**src/rtl/uart_debug_pkg.sv**
```systemverilog
// Shared constants and helpers for the multi-channel debug seven-segment display.
// The segment table is active-high with bit order {g,f,e,d,c,b,a}.
package uart_debug_pkg;

  // Entry i holds the pattern for hex digit i. The first element listed is index 15.
  localparam logic [15:0][6:0] SEG_HEX = {
    7'h71, 7'h79, 7'h5E, 7'h39, 7'h7C, 7'h77, 7'h6F, 7'h7F,
    7'h07, 7'h7D, 7'h6D, 7'h66, 7'h4F, 7'h5B, 7'h06, 7'h3F
  };

  function automatic logic [6:0] seg_encode(input logic [3:0] nibble, input logic active_low);
    return active_low ? ~SEG_HEX[nibble] : SEG_HEX[nibble];
  endfunction

  // The selector is at least one bit wide, so a single-channel build still has a sel_o port.
  function automatic int sel_width(input int n);
    return (n > 1) ? $clog2(n) : 1;
  endfunction

endpackage

```
**src/rtl/uart_debug_seg_mux_hex7seg_dec.sv**
```systemverilog
// Combinational decoder from one hex nibble to one seven-segment digit.
module hex7seg_dec
  import uart_debug_pkg::*;
#(
  parameter bit ACTIVE_LOW = 1'b1
) (
  input  logic [3:0] nibble,
  output logic [6:0] seg
);

  assign seg = seg_encode(nibble, ACTIVE_LOW);

endmodule

```
**src/rtl/uart_debug_seg_mux.sv**
```systemverilog
// Multi-channel debug display: shadow capture, sticky change flags, manual/auto paging
// and a registered seven-segment output for the selected channel.
module uart_debug_seg_mux
  import uart_debug_pkg::*;
#(
  parameter int unsigned NUM_CH         = 4,
  parameter int unsigned NUM_DIGITS     = 8,
  parameter int unsigned CYCLE_TICKS    = 50_000_000,
  parameter bit          SEG_ACTIVE_LOW = 1'b1,
  localparam int W  = NUM_DIGITS * 4,
  localparam int SW = sel_width(NUM_CH)
) (
  input  logic                    clk,
  input  logic                    arst_n,
  input  logic [NUM_CH*W-1:0]     ch_data,
  input  logic [NUM_CH-1:0]       ch_valid,
  input  logic                    next_i,
  input  logic                    auto_en,
  input  logic                    freeze,
  input  logic                    clr_sticky,
  output logic [NUM_DIGITS*7-1:0] seg_o,
  output logic [SW-1:0]           sel_o,
  output logic [NUM_CH-1:0]       upd_o
);

  localparam int CW = $clog2(CYCLE_TICKS);
  localparam logic [NUM_DIGITS*7-1:0] SEG_RST = {NUM_DIGITS{seg_encode(4'h0, SEG_ACTIVE_LOW)}};

  // ch_valid is a one-cycle capture strobe with no backpressure: a word is taken in the
  // cycle its strobe is high unless freeze is set, in which case it is simply dropped.
  logic [NUM_CH-1:0][W-1:0] shadow;
  logic [NUM_CH-1:0]        cap;
  logic [NUM_CH-1:0]        set_upd;
  logic [NUM_CH-1:0]        clr_upd;
  logic                     next_q;
  logic                     manual_adv;
  logic                     tick_tc;
  logic                     adv;
  logic [CW-1:0]            tick_cnt;
  logic [SW-1:0]            sel_next;
  logic [W-1:0]             cur_word;
  logic [NUM_DIGITS*7-1:0]  seg_dec;

  assign manual_adv = next_i & ~next_q;
  assign tick_tc    = auto_en && (tick_cnt == CW'(CYCLE_TICKS - 1));
  assign adv        = manual_adv | tick_tc;
  assign sel_next   = (sel_o == SW'(NUM_CH - 1)) ? '0 : sel_o + 1'b1;

  always_comb begin
    cap     = '0;
    set_upd = '0;
    clr_upd = '0;
    for (int k = 0; k < NUM_CH; k++) begin
      cap[k]     = ch_valid[k] && !freeze;
      set_upd[k] = cap[k] && (ch_data[k*W +: W] != shadow[k]);
      // Only a real change of selection onto k clears it; a one-channel build never moves.
      clr_upd[k] = clr_sticky || (adv && (sel_next != sel_o) && (sel_next == SW'(k)));
    end
  end

  always_ff @(posedge clk or negedge arst_n) begin
    if (!arst_n) begin
      shadow <= '0;
      upd_o  <= '0;
    end else begin
      for (int k = 0; k < NUM_CH; k++) begin
        if (cap[k]) shadow[k] <= ch_data[k*W +: W];
      end
      upd_o <= set_upd | (upd_o & ~clr_upd);
    end
  end

  // A manual press restarts the full auto period; a press on terminal count is one step.
  always_ff @(posedge clk or negedge arst_n) begin
    if (!arst_n) begin
      next_q   <= 1'b0;
      tick_cnt <= '0;
      sel_o    <= '0;
    end else begin
      next_q <= next_i;
      if (!auto_en || manual_adv || tick_tc) tick_cnt <= '0;
      else                                   tick_cnt <= tick_cnt + 1'b1;
      if (adv) sel_o <= sel_next;
    end
  end

  assign cur_word = shadow[sel_o];

  for (genvar d = 0; d < NUM_DIGITS; d++) begin : g_dig
    hex7seg_dec #(.ACTIVE_LOW(SEG_ACTIVE_LOW)) u_dec (
      .nibble (cur_word[d*4 +: 4]),
      .seg    (seg_dec[d*7 +: 7])
    );
  end

  always_ff @(posedge clk or negedge arst_n) begin
    if (!arst_n) seg_o <= SEG_RST;
    else         seg_o <= seg_dec;
  end

endmodule
```
**config.mk**
```make
export PLATFORM = sky130hd
export DESIGN_NAME = uart_debug_seg_mux
export DESIGN_NICKNAME = d
export VERILOG_FILES = /design/src/rtl/uart_debug_pkg.sv /design/src/rtl/uart_debug_seg_mux_hex7seg_dec.sv /design/src/rtl/uart_debug_seg_mux.sv
export SDC_FILE = /design/constraint.sdc
export NUM_CORES = 1
export LEC_CHECK = 0
export ABC_AREA = 1
export BUFFER_PORTS_ARGS = -buffer_cell sky130_fd_sc_hd__buf_2
export CAP_MARGIN = 20
export CORE_MARGIN = 10
export CORE_UTILIZATION = 35
export DETAILED_ROUTE_END_ITERATION = 6
export PLACE_DENSITY = 0.55
export RECOVER_POWER = 100
export SKIP_CTS_REPAIR_TIMING = 1
export SLEW_MARGIN = 20
export SYNTH_ARGS = -nofsm -noshare
export SYNTH_HDL_FRONTEND = slang
export SYNTH_SLANG_ARGS = --single-unit
```
**constraint.sdc**
```tcl
create_clock -name clk -period 2.75 [get_ports clk]
set_clock_uncertainty 0.1 [all_clocks]
set_input_delay 0.275 -clock clk [delete_from_list [all_inputs] [get_ports clk]]
set_output_delay 0.275 -clock clk [all_outputs]
set_load 0.03 [all_outputs]
```
==> results.md, run 1 <==
* Status: finished, violations left
* Failing checks: max-capacitance violations, max-slew violations
* Final Max Slew Viols at 153
* Worst-path cell with the longest stage delay: dfrtp_2
* Max stage delay on crit path at 0.40 ns
* Routed len/inst at 15.6 um
* Worst-path cell chain: inv_1 > buf_12 > a21oi_1 > o21ai_0 > nand2_1 > ha_1 > nand2_1 > o21ai_0 > o21ai_0
* P per Cell Area at ~900 nW/um^2
* Cell taking the most area after synthesis: dfrtp_1
* Post-Route WL at 40.0 mm
* Adder-cell area share of the yosys netlist at 4.43%
* Final hold vios at 0
* Largest net degree at the start of global routing at 69
* CTS buffer count at 28
* P&R area growth vs syn at 28.3%
* Worst EP required at 3.07 ns
* Final min period at approximately 2.3 ns
* Synth unique cells at 33
* Total GRT Usage at 17.4%
* Final period util at 83.5%
* Worst IR drop on VDD at 571 uV
* Initial antenna violation count at 4
* Worst path most repeated cell: o21ai_0
* Worst endpoint data arrival time at 2.61 ns
* CTS sink cnt at 217
* Core area at roughly 36000 um^2
* Clock buffer depth at 3
* Mean Syn Cell Area at 7.26 um^2
* Share of layout cells above drive strength 1 at 11.4%
* Number of max-cap violations at 4
* Clock transition at the registers of the reported paths at 0.06 ns
* RSZ-0062 raised after global routing: false
* Sequential area share after synthesis at 42.8%
* First-pass iteration count of the detailed router at 5
* Vias at 11900
* Multiplexer area fraction after synthesis at 0%
* Syn. warnings at 0
* I/O pin count at 200
* P_leak at ~8 nW
* Largest family of logic cells by synthesized area: simple AND/OR/NAND/NOR gates
* Clk Latency, worst-skew pair at 0.54 ns
* DIE WIDTH at ~210 um
* Worst hold start: auto_en
* Setup TNS at 0 ns
* Placer Congestion at around 0.86
* H-tree Lvls at 1
* Vias/cell at about 4.6
* Die Span Y at approximately 210 um
* Effective utilization at floorplan at 35.6%
* Die area at 44400 um^2
* Number of global-route vias before repair at 11300
* Min-Delay Path Class: in2reg
* First-pass GRT wire length at 61.6 mm
* Slew HR at -17.6%
* DPL Wire Length at 29.6 mm
* Slew @ Worst Pin at 1.76 ns
* Power Total at 14.3 mW
* Xor/xnor share of the synthesized area at 7.16%
* Area fraction of the dominant cell type after synthesis at approximately two fifths
* Post-Synth Simple-Gate Area at 30.2%
* CTS tree: yes
* I/O Buffers at 199
* DRC Markers at 0
* Crit path capture type: flip-flop
* Compound-Gate Fraction of Synth Area at 7.90%
* Clock root cell: clkbuf_16
* Fillers at between 3000 and 4000
* Leading post-synthesis cells by cell area: dfrtp_1, nand2_1, xnor2_1
* Final number of setup-violating endpoints at 0
* Max frequency at 435 MHz
* Post-Syn Instances at 1752
* Leading cell types in the layout, fill and taps excluded: nand2_1, dfrtp_1, inv_1
* GRT overflow at 0
* Worst Setup SP: sel_o[1]
* Initial drt markers at 625
* Remaining antenna violation count at 0
* Synthesized flop and latch total at 217
* WS Path Type: reg2reg
* Nets at 2265
* Row cnt at 69
* Worst-path maximum fanout at 30
* Commonest non-fill, non-tap cell in the layout: nand2_1
* Reg2reg start: sel_o[1]
* Net Count, Synth at between 1500 and 2000
* Nature of the critical path startpoint: flip-flop
* Synth Cell Area at between 10000 and 15000 um^2
worst max-delay path, delay by kind of cell, from the launching register on:
kind                       cells  cell delay, ns
AOI/OAI and AO/OA              4            0.48
buffers and inverters          2            0.58
adders and majority gates      1            0.33
DFF                            1            0.40
and+or+nand+nor                2            0.28
area by class of cell:
type	instances	area (um^2)	area share, %
repair buffers	349	2370	14.5
flip-flops and latches	217	5440	33.3
multi-input cells	1314	6310	38.7
clock buffers	41	861	5.27
inverters	172	648	3.97
diodes	3	7.51	0.0460
clock inverters	11	109	0.667
well taps	461	577	3.53
metrics by stage:
stage | cells | hold slack [ns] | area, um^2 | worst slack (ns) | util [%]
2_1_floorplan | 1752 | -0.121 | 12700 | 0.641 | -
3_5_place_dp | 2382 | 0.195 | 14200 | 0.619 | 39.7
3_3_place_gp | 2382 | 0.196 | 14200 | 0.656 | 39.7
5_1_grt | 2567 | 0.158 | 16300 | 0.234 | 45.7
4_1_cts | 2434 | -0.398 | 15200 | 0.608 | 42.4
6_report | 2568 | 0.153 | 16300 | 0.453 | 45.7
path summary, 6_finish.rpt:
check / cells past startpoint / slack, ns / endpoint
setup / recovery: 9 / 0.45 / seg_o[52]
hold / removal: 3 / 0.15 / tick_cnt[23]
setup reg to reg: 9 / 0.45 / seg_o[52]
hold reg to reg: 1 / 0.36 / tick_cnt[0]
max in group asynchronous: 3 / 0.64 / sel_o[1]
min in group asynchronous: 2 / 0.19 / seg_o[42]
power breakdown:
group | total (mW) | internal [mW] | switching [mW]
logic | 6.20 | 1.91 | 4.29
registers | 4.30 | 3.90 | 0.395
clock network | 3.78 | 2.34 | 1.44
total | 14.3 | 8.16 | 6.12
cell families after synthesis:
kind of cell,Yosys count
buffers and inverters,221
adder cells (fa/ha/maj),45
AO/OA/AOI/OAI,180
AND/OR/NAND/NOR,985
flip-flops,217
XOR/XNOR,104
cell usage after synthesis (all sizes together):
cell type,number
clkbuf,24
o21a,2
dfrtp,209
ha,45
inv,171
o211ai,17
o21ai,136
nor2,123
nor3,6
xor2,8
clkinv,1
a21boi,4
xnor2,96
a21oi,20
dfstp,8
buf,25
o21bai,1
nor3b,1
nand4,6
nand3,68
nand2,781
registers in the layout (all words and copies together) (netlist names):
signal    flops
upd_o         4
next_q        1
tick_cnt     26
shadow      128
sel_o         2
seg_o        56
metal layers:
metal	track usage, %	wire (um)	up-vias	part of all wire [%]
met1	21.8	17900	5500	45
met3	4.08	1870	51	4.7
met4	4.95	1090	2	2.7
met5	0	7	-	0.018
li1	-	-	6065	-
met2	29.1	19100	256	48
No activity file was read; power rests on OpenSTA's default activity.
==> run 2: changes to the inputs <==
==> constraint.sdc (replaced) <==
create_clock -name clk -period 2.3 [get_ports clk]
set_clock_uncertainty 0.1 [all_clocks]
set_input_delay 0.23 -clock clk [delete_from_list [all_inputs] [get_ports clk]]
set_output_delay 0.23 -clock clk [all_outputs]
set_load 0.03 [all_outputs]
==> run 2 against run 1 <==
Net effect:
- die area unchanged
- the run still ends with max-capacitance violations, max-slew violations left
- setup slack worse by 0.27 ns
- non-clock buffer count is 6 higher
==> results.md, run 2 (synthesized netlist as in run 1, its figures left out) <==
* Status: finished, violations left (unchanged)
* Failing checks: max-capacitance violations, max-slew violations (unchanged)
* Max stage delay on crit path at 0.43 ns (was 0.40 ns)
* Final Max Slew Viols at 152 (was 153)
* Largest net degree at the start of global routing at 59 (was 69)
* Worst-path cell chain: buf_4 > nand2_1 > nand3_1 > nand2_1 > inv_1 > ha_1 > inv_1 > nor2_1 > o21ai_0 > o211ai_2 (was inv_1 > buf_12 > a21oi_1 > o21ai_0 > nand2_1 > ha_1 > nand2_1 > o21ai_0 > o21ai_0)
* Initial antenna violation count at 7 (was 4)
* First-pass iteration count of the detailed router at 5 (unchanged)
* CP delay by family, top: simple AND/OR/NAND/NOR gates (was buffers and inverters)
* Clock buffer depth at 3 (unchanged)
* Slew @ Worst Pin at 1.83 ns (was 1.76 ns)
* Routed len/inst at 15.4 um (was 15.6 um)
* Clock root cell: clkbuf_16 (unchanged)
* Worst EP required at 2.61 ns (was 3.07 ns)
* Clock transition at the registers of the reported paths at 0.06 ns (about the same)
* Nets at 2269 (was 2265)
* P per Cell Area at 1040 nW/um^2 (was 875 nW/um^2)
* WS Path Type: reg2reg (unchanged)
* I/O Buffers at 199 (unchanged)
* Placer Congestion at 0.852 (was 0.856)
* Final hold vios at 0 (unchanged)
* Final number of setup-violating endpoints at 0 (unchanged)
* Largest regs: shadow x128, seg_o x56, tick_cnt x26 (unchanged)
* Initial drt markers at 590 (was 625)
* Vias/cell at 4.56 (was 4.62)
* CTS tree: yes (unchanged)
* Slew HR at -21.7% (was -17.6%)
* Share of layout cells above drive strength 1 at 11.6% (was 11.4%)
* Final min period at 2.12 ns (was 2.30 ns)
* Commonest non-fill, non-tap cell in the layout: nand2_1 (unchanged)
* Leading cell types in the layout, fill and taps excluded: nand2_1, dfrtp_1, inv_1 (unchanged)
* DP Area at 14300 um^2 (was 14200 um^2)
* Nature of the critical path startpoint: flip-flop (unchanged)
* Buf/Inv on CP at 3 (was 2)
* Number of max-cap violations at 4 (unchanged)
* I/O pin count at 200 (unchanged)
* CTS sink cnt at 217 (unchanged)
* Vias at 11700 (was 11900)
* Core area at 35700 um^2 (unchanged)
* Effective utilization at floorplan at 35.6% (unchanged)
* Row cnt at 69 (unchanged)
* Largest Register: shadow (unchanged)
* CTS buffer count at 26 (was 28)
* GRT overflow at 0 (unchanged)
* H-tree Lvls at 1 (unchanged)
* Fillers at 3656 (was 3691)
* Number of global-route vias before repair at 11200 (was 11300)
* Worst-path maximum fanout at 29 (was 30)
* Setup TNS at 0 ns (unchanged)
* Worst endpoint data arrival time at 2.43 ns (was 2.61 ns)
* Die area at 44400 um^2 (unchanged)
* Final period util at 92.2% (was 83.5%)
* Wire length on met3 at 2.15 mm (was 1.87 mm)
* Remaining antenna violation count at 0 (unchanged)
* DRT met1 WL at 17.2 mm (was 17.9 mm)
* Max FFs per register at 128 (unchanged)
* Worst-path cell with the longest stage delay: dfrtp_2 (unchanged)
* RSZ-0062 raised after global routing: false (unchanged)
* Post-Route WL at 39.6 mm (was 40.0 mm)
* P_leak at 8.21 nW (was 8.19 nW)
* Worst IR drop on VDD at 619 uV (was 571 uV)
* First-pass GRT wire length at 60.3 mm (was 61.6 mm)
* Power Total at 17.0 mW (was 14.3 mW)
* Max frequency at 472 MHz (was 435 MHz)
* DPL Wire Length at 29.7 mm (was 29.6 mm)
* Total GRT Usage at 17.2% (was 17.4%)
* Crit path capture type: flip-flop (unchanged)
* Die Span Y at 211 um (unchanged)
* Max Used Layer: met5 (unchanged)
* DIE WIDTH at 211 um (unchanged)
* DRC Markers at 0 (unchanged)
* P&R area growth vs syn at 28.8% (was 28.3%)
* Met2 wire length at 19.3 mm (was 19.1 mm)
* Post-route cell area at 16400 um^2 (was 16300 um^2)
* Clk Latency, worst-skew pair at 0.54 ns (about the same)
* Min-Delay Path Class: in2reg (unchanged)
==> run 2: changes by cell type in the layout (fill, tap and decap cells not counted), moves of 2 or more <==
cell       change
buf_12         +3
buf_4          +2
clkbuf_16      -2
clkinv_2       -3
o21ai_0        -4
o21ai_1        +5
==> run 2: report_power, final <==
part / internal, mW / switching [mW]
logic: 2.35 / 5.11
clock network: 2.79 / 1.66
registers: 4.67 / 0.474
==> run 2: stage by stage <==
stage | utilization, % | setup slack [ns] | instances | hold slack [ns]
final | 45.8 | 0.180 | 2571 | 0.149
after detailed placement | 39.9 | 0.230 | 2387 | 0.0869
after global routing | 45.8 | 0.0201 | 2569 | 0.206
after global placement | 39.9 | 0.274 | 2387 | 0.0878
after CTS | 42.5 | 0.196 | 2435 | -0.496
after floorplan | - | 0.191 | 1752 | -0.166
==> run 2: final timing paths <==
| path | from | end | slack, ns | depth (start not counted) |
|---|---|---|---|---|
| max | sel_o[0] | seg_o[0] | 0.18 | 10 |
| min | ch_valid[1] | shadow[50] | 0.15 | 5 |
| max reg2reg | sel_o[0] | seg_o[0] | 0.18 | 10 |
| min reg2reg | tick_cnt[0] | tick_cnt[0] | 0.36 | 1 |
| max in group asynchronous | arst_n | shadow[85] | 0.42 | 3 |
| min in group asynchronous | arst_n | seg_o[44] | 0.46 | 2 |
==> run 2: layer usage <==
metal / vias to the layer above / global-route usage (%)
met1: 5382 / 20.7
met5: - / 0
met3: 52 / 4.76
met4: 6 / 4.85
li1: 6046 / -
met2: 250 / 29.4
==> run 2: worst reg2reg max path, stage by stage, from the launching register on <==
cell and delay [ns]:
dfrtp_2 0.43, buf_4 0.26, nand2_1 0.11, nand3_1 0.13, nand2_1 0.22, inv_1 0.09, ha_1 0.23, inv_1 0.08
nor2_1 0.05, o21ai_0 0.18, o211ai_2 0.12
==> run 2: layout make-up <==
class	instances	area, um^2	share of cell area [%]
Clock buffer	40	825	5.03
Clock inverter	8	115	0.703
Antenna cell	4	10.0	0.0611
Timing Repair Buffer	355	2450	15.0
Tap cell	461	577	3.52
Inverter	172	648	3.96
Sequential cell	217	5440	33.2
Multi-Input combinational cell	1314	6310	38.5
==> run 3: changes to the inputs <==
--- a/config.mk
+++ b/config.mk
@@ -8,10 +8,12 @@
 export ABC_AREA = 1
 export BUFFER_PORTS_ARGS = -buffer_cell sky130_fd_sc_hd__buf_2
 export CAP_MARGIN = 20
+export CELL_PAD_IN_SITES_DETAIL_PLACEMENT = 1
+export CELL_PAD_IN_SITES_GLOBAL_PLACEMENT = 1
 export CORE_MARGIN = 10
 export CORE_UTILIZATION = 35
 export DETAILED_ROUTE_END_ITERATION = 6
-export PLACE_DENSITY = 0.55
+export PLACE_DENSITY = 0.71
 export RECOVER_POWER = 100
 export SKIP_CTS_REPAIR_TIMING = 1
 export SLEW_MARGIN = 20
==> run 3 against run 2 <==
Net effect:
- the run still ends with max-capacitance violations, max-slew violations left
- core utilization fell by 0.23 points
- largest cell class unchanged
- clock power shrank 6.7%
- register-to-register slack gained 0.02 ns
- hold slack worse by 0.10 ns
- design area is 0.51% lower
- critical endpoint is now seg_o[45]
- via count up 4.5%
==> results.md, run 3 (synthesized netlist as in run 1, its figures left out) <==
* Status: finished, violations left (unchanged)
* Failing checks: max-capacitance violations, max-slew violations (unchanged)
* Final worst-path setup slack at 0.204 ns (was 0.180 ns)
* Worst EP required at 2.63 ns (was 2.61 ns)
* Worst reg-to-reg setup slack at 0.20 ns (was 0.18 ns)
* Number of global-route vias before repair at 12500 (was 11200)
* Vias/cell at 4.77 (was 4.56)
* Clock root cell: clkbuf_16 (unchanged)
* Largest net degree at the start of global routing at 60 (was 59)
* P per Cell Area at 1050 nW/um^2 (was 1040 nW/um^2)
* Final Max Slew Viols at 36 (was 152)
* Placer Congestion at 0.846 (was 0.852)
* DPL Wire Length at 33.8 mm (was 29.7 mm)
* First-pass GRT wire length at 68.0 mm (was 60.3 mm)
* CTS buffer count at 27 (was 26)
* Leading cell types in the layout, fill and taps excluded: nand2_1, dfrtp_1, inv_1 (unchanged)
* I/O Buffers at 199 (unchanged)
* Share of layout cells above drive strength 1 at 11.6% (about the same)
* Clock share of power at 24.4% (was 26.1%)
* Setup TNS at 0 ns (unchanged)
* Worst-path maximum fanout at 20 (was 29)
* H-tree Lvls at 1 (unchanged)
* Core area at 35700 um^2 (unchanged)
* Number of max-cap violations at 2 (was 4)
* RSZ-0062 raised after global routing: false (unchanged)
* Worst IR drop on VDD at 599 uV (was 619 uV)
* Row cnt at 69 (unchanged)
* Largest Register: shadow (unchanged)
* Post-route cell area at 16300 um^2 (was 16400 um^2)
* Die area at 44400 um^2 (unchanged)
* First-pass iteration count of the detailed router at 5 (unchanged)
* Commonest non-fill, non-tap cell in the layout: nand2_1 (unchanged)
* Power Total at 17.0 mW (about the same)
* Sw Ratio at 44.2% (was 42.5%)
* Clock transition at the registers of the reported paths at 0.06 ns (about the same)
* Net Switching at 7.53 mW (was 7.25 mW)
* Min-Delay Path Class: in2reg (unchanged)
* Post-Route WL at 44.7 mm (was 39.6 mm)
* Final number of setup-violating endpoints at 0 (unchanged)
* Reg power frac at 30.3% (was 30.2%)
* Nets at 2270 (was 2269)
* Vias at 12300 (was 11700)
* Slew @ Worst Pin at 1.68 ns (was 1.83 ns)
* WS Path Type: reg2reg (unchanged)
* Clk Latency, worst-skew pair at 0.53 ns (was 0.54 ns)
* P&R area growth vs syn at 28.1% (was 28.8%)
* Final period util at 91.1% (was 92.2%)
* P_leak at 8.18 nW (was 8.21 nW)
* Crit path capture type: flip-flop (unchanged)
* Initial drt markers at 493 (was 590)
* Slew HR at -12.0% (was -21.7%)
* Remaining antenna violation count at 0 (unchanged)
* CTS tree: yes (unchanged)
* Int Power at 9.52 mW (was 9.80 mW)
* GRT overflow at 0 (unchanged)
* Max FFs per register at 128 (unchanged)
* Routed len/inst at 17.4 um (was 15.4 um)
* Effective utilization at floorplan at 35.6% (unchanged)
* Max frequency at 477 MHz (was 472 MHz)
* DIE WIDTH at 211 um (unchanged)
* I/O pin count at 200 (unchanged)
* Worst slack at placement at 0.180 ns (was 0.230 ns)
* Final min period at 2.10 ns (was 2.12 ns)
* Die Span Y at 211 um (unchanged)
* Initial antenna violation count at 4 (was 7)
* Total GRT Usage at 19.2% (was 17.2%)
* Worst endpoint data arrival time at 2.43 ns (about the same)
* Clock buffer depth at 3 (unchanged)
* Largest regs: shadow x128, seg_o x56, tick_cnt x26 (unchanged)
* DP Area at 14200 um^2 (was 14300 um^2)
* CTS sink cnt at 217 (unchanged)
* Combinational power share at 45.3% (was 43.8%)
* Nature of the critical path startpoint: flip-flop (unchanged)
* Final hold vios at 0 (unchanged)
* DRC Markers at 0 (unchanged)
## run 3: cell count changes in the layout (fill, tap and decap cells not counted), sizes merged
cell	previous run	this run
clkinv	6	9
bufinv	3	1
diode	4	2
clkbuf	113	111
buf	150	153
dlygate4sd3	132	131
## run 3: power by group through the flow
stage	clock network, mW	registers, mW	logic [mW]
after floorplan	0	6.02	4.58
after global placement	0	5.21	7.55
after detailed placement	0	5.22	7.73
after CTS	4.27	5.17	7.80
after global routing	4.43	5.26	8.72
final	4.15	5.17	7.72
## run 3: layer usage
metal  vias up  global-route usage (%)  share of wire, %
met1      5933                    23.0                43
met3        57                    4.17               3.8
met5         -                       0             0.047
met2       209                    34.3                51
li1       6059                       -                 -
met4         4                    4.22               2.1
## run 3: cell type report
class                   count  area (um^2)
well taps                 461          577
diodes                      2         5.00
flip-flops and latches    217         5440
fillers                  4607        19400
inverters                 172          648
clock buffers              40          785
clock inverters             9         70.1
repair buffers            355         2450
multi-input cells        1314         6320
## run 3: final timing paths
| kind | from | endpoint | cells past startpoint |
|---|---|---|---|
| min | ch_valid[3] | shadow[115] | 5 |
| max | sel_o[0] | seg_o[45] | 9 |
| min reg2reg | tick_cnt[0] | tick_cnt[0] | 1 |
| max in group asynchronous | arst_n | seg_o[46] | 3 |
| max reg2reg | sel_o[0] | seg_o[45] | 9 |
| min in group asynchronous | arst_n | tick_cnt[22] | 2 |
## run 3: worst max-delay path, cell delays in order, from the launching register on
cell	delay [ns]
dfrtp_1	0.45
inv_4	0.25
buf_12	0.19
nand2_1	0.05
nand3_1	0.06
nand2_1	0.17
ha_1	0.33
nand2_1	0.09
o21ai_0	0.08
o21ai_0	0.21
## run 3: stage by stage
stage               utilization, %  hold slack, ns  cells
floorplan                        -          -0.166   1752
global placement              39.9          0.0396   2388
detailed placement            39.9          0.0440   2388
CTS                           42.2          -0.532   2437
global route                  45.6          0.0733   2570
finish                        45.6          0.0492   2570
